==> src/rtl/mmio_arbiter_pkg.sv <==
// mmio_arbiter_pkg: shared widths, default timing parameters and FSM state encoding for the MMIO arbiter
package mmio_arbiter_pkg;
  localparam int ADDR_W = 15;
  localparam int DATA_W = 8;
  localparam int DEF_WAIT_CYCLES = 1;
  localparam int DEF_TIMEOUT = 255;
  localparam logic [DATA_W-1:0] TIMEOUT_RDATA = 8'hFF;
  typedef enum logic [1:0] {IDLE, ISSUE, WAIT, DONE} state_t;
endpackage

==> src/rtl/mmio_arbiter_rr_arb2.sv <==
// rr_arb2: two-way round-robin grant (req[1:0] in, last = requester granted last, grant[1:0] one-hot out)
module rr_arb2 (
  input  logic [1:0] req,
  input  logic       last,
  output logic [1:0] grant
);
  always_comb grant = &req ? (last ? 2'b01 : 2'b10) : req;
endmodule

==> src/rtl/mmio_arbiter.sv <==
// mmio_arbiter: two-master MMIO bus arbiter (req/we/addr/wdata in and done/err/rdata out per master, bus_re/we/addr/wdata out, bus_rdata/bus_stall in)
module mmio_arbiter
  import mmio_arbiter_pkg::*;
#(
  parameter int WAIT_CYCLES = DEF_WAIT_CYCLES,
  parameter int TIMEOUT = DEF_TIMEOUT
) (
  input  logic              clk,
  input  logic              rst_n,
  input  logic              req_0,
  input  logic              we_0,
  input  logic [ADDR_W-1:0] addr_0,
  input  logic [DATA_W-1:0] wdata_0,
  input  logic              req_1,
  input  logic              we_1,
  input  logic [ADDR_W-1:0] addr_1,
  input  logic [DATA_W-1:0] wdata_1,
  output logic              done_0,
  output logic              err_0,
  output logic [DATA_W-1:0] rdata_0,
  output logic              done_1,
  output logic              err_1,
  output logic [DATA_W-1:0] rdata_1,
  output logic              bus_re,
  output logic              bus_we,
  output logic [ADDR_W-1:0] bus_addr,
  output logic [DATA_W-1:0] bus_wdata,
  input  logic [DATA_W-1:0] bus_rdata,
  input  logic              bus_stall
);
  localparam logic [3:0] WC_LAST = 4'(WAIT_CYCLES - 1);
  localparam logic [7:0] TO_LAST = 8'(TIMEOUT - 1);
  state_t state;
  logic last, cur_we, fin, tout, sel_we;
  logic [1:0] grant;
  logic [3:0] wait_cnt;
  logic [7:0] stall_cnt;
  logic [ADDR_W-1:0] sel_addr;
  logic [DATA_W-1:0] sel_wdata, rd_val;
  rr_arb2 u_rr (.req({req_1, req_0}), .last(last), .grant(grant));
  // last doubles as the owner of the transaction in flight
  always_comb begin
    sel_we = grant[1] ? we_1 : we_0;
    sel_addr = grant[1] ? addr_1 : addr_0;
    sel_wdata = grant[1] ? wdata_1 : wdata_0;
    tout = state == WAIT && bus_stall && stall_cnt == TO_LAST;
    fin = tout || (state == WAIT && !bus_stall && wait_cnt == WC_LAST);
    rd_val = tout ? TIMEOUT_RDATA : bus_rdata;
  end
  always_ff @(posedge clk or negedge rst_n)
    if (!rst_n) begin
      state <= IDLE;
      last <= 1'b1;
      cur_we <= 1'b0;
      wait_cnt <= '0;
      stall_cnt <= '0;
      bus_re <= 1'b0;
      bus_we <= 1'b0;
      bus_addr <= '0;
      bus_wdata <= '0;
      done_0 <= 1'b0;
      done_1 <= 1'b0;
      err_0 <= 1'b0;
      err_1 <= 1'b0;
      rdata_0 <= '0;
      rdata_1 <= '0;
    end else begin
      bus_re <= 1'b0;
      bus_we <= 1'b0;
      done_0 <= 1'b0;
      done_1 <= 1'b0;
      err_0 <= 1'b0;
      err_1 <= 1'b0;
      case (state)
        IDLE: if (|grant) begin
          state <= ISSUE;
          last <= grant[1];
          cur_we <= sel_we;
          bus_re <= !sel_we;
          bus_we <= sel_we;
          bus_addr <= sel_addr;
          bus_wdata <= sel_wdata;
          wait_cnt <= '0;
          stall_cnt <= '0;
        end
        ISSUE: state <= WAIT;
        WAIT: if (fin) state <= DONE;
          else if (bus_stall) stall_cnt <= stall_cnt + 8'd1;
          else wait_cnt <= wait_cnt + 4'd1;
        DONE: state <= IDLE;
      endcase
      if (fin) begin
        done_0 <= !last;
        done_1 <= last;
        err_0 <= !last && tout;
        err_1 <= last && tout;
        if (!cur_we && !last) rdata_0 <= rd_val;
        if (!cur_we && last) rdata_1 <= rd_val;
      end
    end
endmodule

==> config.mk <==
export PLATFORM = sky130hd
export DESIGN_NAME = mmio_arbiter
export DESIGN_NICKNAME = d
export VERILOG_FILES = /design/src/rtl/mmio_arbiter_pkg.sv /design/src/rtl/mmio_arbiter_rr_arb2.sv /design/src/rtl/mmio_arbiter.sv
export SDC_FILE = /design/constraint.sdc
export NUM_CORES = 1
export LEC_CHECK = 0
export BUFFER_PORTS_ARGS = -buffer_cell sky130_fd_sc_hd__buf_2
export CORE_MARGIN = 2
export CORE_UTILIZATION = 49
export CTS_CLUSTER_SIZE = 12
export DETAILED_ROUTE_END_ITERATION = 10
export MAX_ROUTING_LAYER = met4
export PLACE_DENSITY = 0.77
export REMOVE_ABC_BUFFERS = 1
export SLEW_MARGIN = 20
export SYNTH_ARGS = -nofsm -noshare
export SYNTH_HDL_FRONTEND = slang
export SYNTH_SLANG_ARGS = --single-unit
==> constraint.sdc <==
create_clock -name clk -period 2.54 [get_ports clk]
set_input_delay 0.508 -clock clk [delete_from_list [all_inputs] [get_ports clk]]
set_output_delay 0.508 -clock clk [all_outputs]
set_load 0.02 [all_outputs]
==> results of run 1 <==
## path summary, 6_finish.rpt
check / startpoint / endpoint / cells after the start
hold reg to reg: bus_wdata[3] / bus_wdata[3] / 2
max in group asynchronous: rst_n / bus_addr[1] / 2
hold / removal: rst_n / stall_cnt[6] / 2
setup reg to reg: state[0] / wait_cnt[0] / 5
min in group clk: bus_rdata[4] / rdata_1[4] / 2
setup / recovery: state[0] / wait_cnt[0] / 5
## power by group through the flow
stage / combinational, mW / clock [mW] / sequential (mW)
floorplan: 0.875 / 0 / 1.95
global placement: 1.81 / 0 / 1.60
detailed placement: 1.88 / 0 / 1.60
CTS: 1.88 / 0.835 / 1.59
global route: 2.05 / 0.888 / 1.64
finish: 1.86 / 0.823 / 1.59
## synthesized netlist by cell type, types with 5 or more instances
| library cell | n |
|---|---|
| nor2_1 | 10 |
| a22o_1 | 5 |
| o32a_1 | 10 |
| nand3_1 | 7 |
| ha_1 | 7 |
| dfrtp_1 | 60 |
| o22a_1 | 6 |
| nand2_1 | 30 |
| inv_1 | 9 |
| clkbuf_1 | 9 |
| o21ai_0 | 28 |
| mux2i_1 | 25 |
| a21oi_1 | 7 |
## area by class of cell
cell class	count	area (µm²)	share of cell area
Clock inverter	2	16.3	0.00441
Multi-Input combinational cell	179	1270	0.345
Sequential cell	61	1530	0.414
Timing Repair Buffer	109	568	0.154
Inverter	9	33.8	0.00916
Clock buffer	13	179	0.0485
Tap cell	72	90.1	0.0244
## state kept, by name (all words and copies together) (netlist names), 2 cells and up
register,count
rdata_0,8
wait_cnt,4
state,2
bus_wdata,8
rdata_1,8
stall_cnt,8
bus_addr,15
## logic make-up after synthesis
kind of cell               count (synthesis)  share of synthesized area
AOI/OAI and AO/OA                         73                      0.177
adders and majority gates                  7                     0.0304
buffers and inverters                     23                     0.0369
DFF                                       61                      0.530
muxes                                     29                      0.102
and+or+nand+nor                           70                      0.124
## per-layer routing
| metal | vias to the layer above | part of all wire | wire [µm] |
|---|---|---|---|
| met3 | 13 | 0.071 | 464 |
| met4 | 0 | 0.019 | 123 |
| met5 | - | 0 | 0 |
| met2 | 104 | 0.47 | 3100 |
| met1 | 1125 | 0.44 | 2860 |
| li1 | 1170 | - | - |
## critical path, stage by stage (launching register included)
cell	delay, ns
dfrtp_1	0.36
inv_1	0.11
ha_1	0.53
o21ai_2	0.30
or3_4	0.44
mux2_2	0.26
==> impl_metrics.json, run 1 <==
{
  "nFillCells": 460,
  "p_sw_mw": 1.75,
  "synth_edf_count": 0,
  "die_width_um": 80.7,
  "hold_class": "in -> async",
  "clkLatencyLatePin_ns": 0.33,
  "critical_path_class": "reg -> reg",
  "status": "finished, final reports clean",
  "die_h_um": 80.7,
  "netlist_area_um2": 2880,
  "ys.flop_type": "dfrtp_1",
  "route.vias.total": 2412,
  "fin_area_um2": 3690,
  "fin_skew_ns": 0.00869,
  "grt_use_met1": 0.277,
  "die_area_um2": 6520,
  "cp-start-kind": "flop",
  "grt_pass1_vias": 2353,
  "overflow": 0,
  "port_buffers": 105,
  "ys_seq_area_frac": 0.530,
  "htreeDepth": 3,
  "synthTopCellsByArea": "dfrtp_1, mux2i_1, o21ai_0",
  "cts_resized": 0,
  "timing.hold.ws_ns": 0.321,
  "first_pass_iters": 4,
  "grt_max_degree": 62,
  "areaGrowthSynthToFinish_pct": 27.9,
  "slew-limit-headroom": 0.511,
  "post_cts_buffers": 0,
  "p_comb_frac": 0.435,
  "cp.required_ns": 2.76,
  "synth_top_area_cell": "dfrtp_1",
  "grt_use_met3": 0.0472,
  "ioPinCount": 106,
  "irDropWorstVdd_uv": 623,
  "n_antenna_cell": 0,
  "maxClockFrequency_mhz": 474,
  "seqPwrFrac": 0.373,
  "stdcell_count": 445,
  "wl_per_cell_um": 14.7,
  "avgSynthCellArea_um2": 11.0,
  "postRouteAntennaNets": 0,
  "globalRoute.busiestLayer": "met2",
  "swShare": 0.410,
  "grt_pass1_wl_mm": 10.7,
  "met2_usage": 0.353,
  "rsz0062_at_grt": "false",
  "ys_seq_elements": 61,
  "hold_viol": 0,
  "p_leak_nw": 1.84,
  "grt_usage": 0.223,
  "hpwlAfterDp_mm": 4.79,
  "cap_viol_max_count": 0,
  "cts_sinks": 61,
  "setup_viol": 0,
  "yosysWarnings": 0,
  "finalWorstSetupSlack_ns": 0.432,
  "core_um2": 5610,
  "preCtsSetupSlack_ns": 0.471,
  "cts-root-buf": "clkbuf_8",
  "vias_per_cell": 5.42,
  "ys_async_sr_fraction": 1.00,
  "power_density_nw_per_um2": 1160,
  "clock_power_share": 0.193,
  "tns_ns": 0,
  "final_common_cell": "buf_2",
  "drive_gt1_frac": 0.386,
  "cts_tree": "built",
  "fin_crit_sh": 0.830,
  "cts_buffer_depth": 2,
  "place_area_um2": 3490,
  "min_period_ns": 2.11,
  "most-common-layout-cells": "buf_2, dfrtp_1, nand2_1",
  "placedCellCount": 430,
  "synth_cell_type_count": 48,
  "cts.hold.buffers_added": 0,
  "initial_utilization": 0.514,
  "finalWeightedCongestion": 0.823,
  "crit_path_end_kind": "flop",
  "cts_buffers": 9,
  "drcViolationCount": 0,
  "critPathMaxFanout": 18,
  "p_int_mw": 2.52,
  "rows": 27,
  "drt_iter0_markers": 158,
  "power_mw": 4.28,
  "r2r_slack_ns": 0.43,
  "layout.nets": 437,
  "tightestPinTransition_ns": 0.733,
  "synth_top_area_frac": 0.521,
  "arrival_ns": 2.33,
  "antenna_found_initial": 0,
  "slew_viol_final": 0,
  "synthCells": 263,
  "drt-total-wl_mm": 6.55,
  "path_clk_slew_ns": 0.07,
  "fin_util": 0.658
}
No activity file was read; power rests on OpenSTA's default activity.
==> run 2: changes to the inputs <==
ABC_AREA = 1   (was unset)
CORE_UTILIZATION = 46   (was 49)
PLACE_DENSITY = 0.74   (was 0.77)
clock period = 1.7 ns   (was 2.54 ns; I/O delays follow)
==> impl_metrics.json, run 2 <==
{
  "largest_reg_flops": 15,
  "die_width_um": 88.6,
  "synth_top_area_cell": "dfrtp_1",
  "cts_resized": 0,
  "hpwlAfterDp_mm": 5.45,
  "fin_crit_sh": 0.914,
  "ys_seq_elements": 61,
  "clkLatencyLatePin_ns": 0.33,
  "cp.required_ns": 1.94,
  "cts-root-buf": "clkbuf_8",
  "slowest_stage": "dfrtp_2",
  "cts.hold.buffers_added": 0,
  "hold_viol": 3,
  "maxClockFrequency_mhz": 643,
  "finalWorstSetupSlack_ns": 0.146,
  "drive_gt1_frac": 0.393,
  "synthCells": 375,
  "timing.hold.ws_ns": -0.00656,
  "preCtsSetupSlack_ns": 0.0605,
  "postRouteAntennaNets": 0,
  "violations": "negative hold slack",
  "met3_length_um": 361,
  "grt_usage": 0.196,
  "post_cts_buffers": 0,
  "rows": 30,
  "htreeDepth": 3,
  "grt_pass1_wl_mm": 11.5,
  "synthTopCellsByArea": "dfrtp_1, nand2_1, o31ai_2",
  "ioPinCount": 106,
  "slew_viol_final": 0,
  "crit_path_max_incr_delay_ns": 0.44,
  "p_leak_nw": 2.23,
  "final_common_cell": "buf_2",
  "power_density_nw_per_um2": 1650,
  "overflow": 0,
  "vias_per_cell": 4.84,
  "ys.flop_type": "dfrtp_1",
  "slew-limit-headroom": 0.783,
  "layout.nets": 553,
  "critical_path_class": "reg -> reg",
  "path_clk_slew_ns": 0.07,
  "route.vias.total": 2832,
  "hold_class": "in -> async",
  "largest-register": "bus_addr",
  "n_antenna_cell": 0,
  "finalWeightedCongestion": 0.852,
  "most-common-layout-cells": "buf_2, nand2_1, dfrtp_1",
  "netlist_area_um2": 3300,
  "min_period_ns": 1.55,
  "ys_async_sr_fraction": 1.00,
  "cp_cell_sequence": "inv_1 > ha_1 > inv_1 > or2_4 > buf_12 > o31ai_2",
  "wl_met2_mm": 3.77,
  "areaGrowthSynthToFinish_pct": 25.6,
  "arrival_ns": 1.80,
  "grt_pass1_vias": 2568,
  "setup_viol": 0,
  "cap_viol_max_count": 0,
  "crit_path_end_kind": "flop",
  "synth_edf_count": 0,
  "fin_util": 0.603,
  "cts_tree": "built",
  "ys_seq_area_frac": 0.464,
  "tightestPinTransition_ns": 0.325,
  "synth_cell_type_count": 30,
  "cts_sinks": 61,
  "drt-met1-wl_mm": 3.17,
  "yosysWarnings": 0,
  "drt_iter0_markers": 121,
  "irDropWorstVdd_uv": 681,
  "port_buffers": 105,
  "wl_per_cell_um": 12.7,
  "initial_utilization": 0.480,
  "critPathMaxFanout": 27,
  "status": "complete, but fails checks",
  "drcViolationCount": 0,
  "antenna_found_initial": 0,
  "power_mw": 6.82,
  "die_h_um": 88.6,
  "synth_common_cells": "nand2_1, dfrtp_1, nor2_1, inv_1, a21oi_1",
  "cp-start-kind": "flop",
  "worst_path_most_repeated_cell": "inv_1",
  "grt_max_degree": 62,
  "cts_buffers": 9,
  "first_pass_iters": 4,
  "rsz0062_at_grt": "false",
  "core_um2": 6870,
  "nFillCells": 613,
  "fin_skew_ns": 0.00938,
  "top_layer_used": "met4",
  "die_area_um2": 7860,
  "cts_buffer_depth": 2,
  "synth_top_area_frac": 0.456,
  "yosysMostFrequentCell": "nand2_1",
  "avgSynthCellArea_um2": 8.79,
  "drt-total-wl_mm": 7.45
}
==> run 2: cell count changes after synthesis, sizes merged, moves of 10 or more <==
cell	change
a21oi	+16
inv	+29
mux2i	-25
nand2	+81
nand3	+11
nor2	+34
o31ai	+20
o32a	-10
==> run 2: worst paths after layout <==
kind	start	to	slack, ns	depth (start not counted)
worst max-delay path	state[1]	bus_addr[14]	0.15	6
worst min-delay path	rst_n	bus_wdata[0]	-0.007	2
worst max register to register	state[1]	bus_addr[14]	0.15	6
worst min register to register	rdata_0[1]	rdata_0[1]	0.48	2
max in group asynchronous	rst_n	last	1.39	2
min in group clk	wdata_0[5]	bus_wdata[5]	0.31	3
==> run 2: area by class of cell <==
cell class	instances	area, µm²	share of cell area
clock buffers	13	149	0.0360
clock inverters	2	10.0	0.00242
inverters	38	143	0.0345
multi-input cells	261	1550	0.374
flip-flops and latches	61	1530	0.369
well taps	96	120	0.0290
repair buffers	114	643	0.155
==> run 2: critical path: cells and delay by family, from the launching register on <==
| family | cells | cell delay [ns] |
|---|---|---|
| compound gates | 1 | 0.23 |
| fa+ha+maj | 1 | 0.15 |
| buf+inv | 3 | 0.33 |
| flops | 1 | 0.44 |
| simple gates | 1 | 0.30 |
==> run 2: per-stage QoR <==
stage	instances	area (µm²)	TNS, ns
2_1_floorplan	360	3200	-12.89
3_3_place_gp	570	3960	0
3_5_place_dp	570	3960	0
4_1_cts	585	4120	0
5_1_grt	585	4140	0
6_report	585	4140	0
==> run 2: cells by family (layout without fill, tap and decap cells) <==
family          count (synthesis)  count (layout)  share of synthesized area
simple gates                  181             181                      0.251
flops                          61              61                      0.464
xor+xnor                        1               1                    0.00266
compound gates                 72              72                      0.182
buf+inv                        53             167                     0.0736
fa+ha+maj                       7               7                     0.0266
==> run 2: routing by layer <==
layer	vias to the layer above	global-route usage
met2	65	0.300
met1	1327	0.245
li1	1428	-
met3	12	0.0569
met4	0	0.0785
met5	-	-
==> run 2: power by group <==
part / internal [mW] / switching (mW)
Combinational: 1.26 / 2.13
Sequential: 2.03 / 0.328
Clock: 0.557 / 0.516
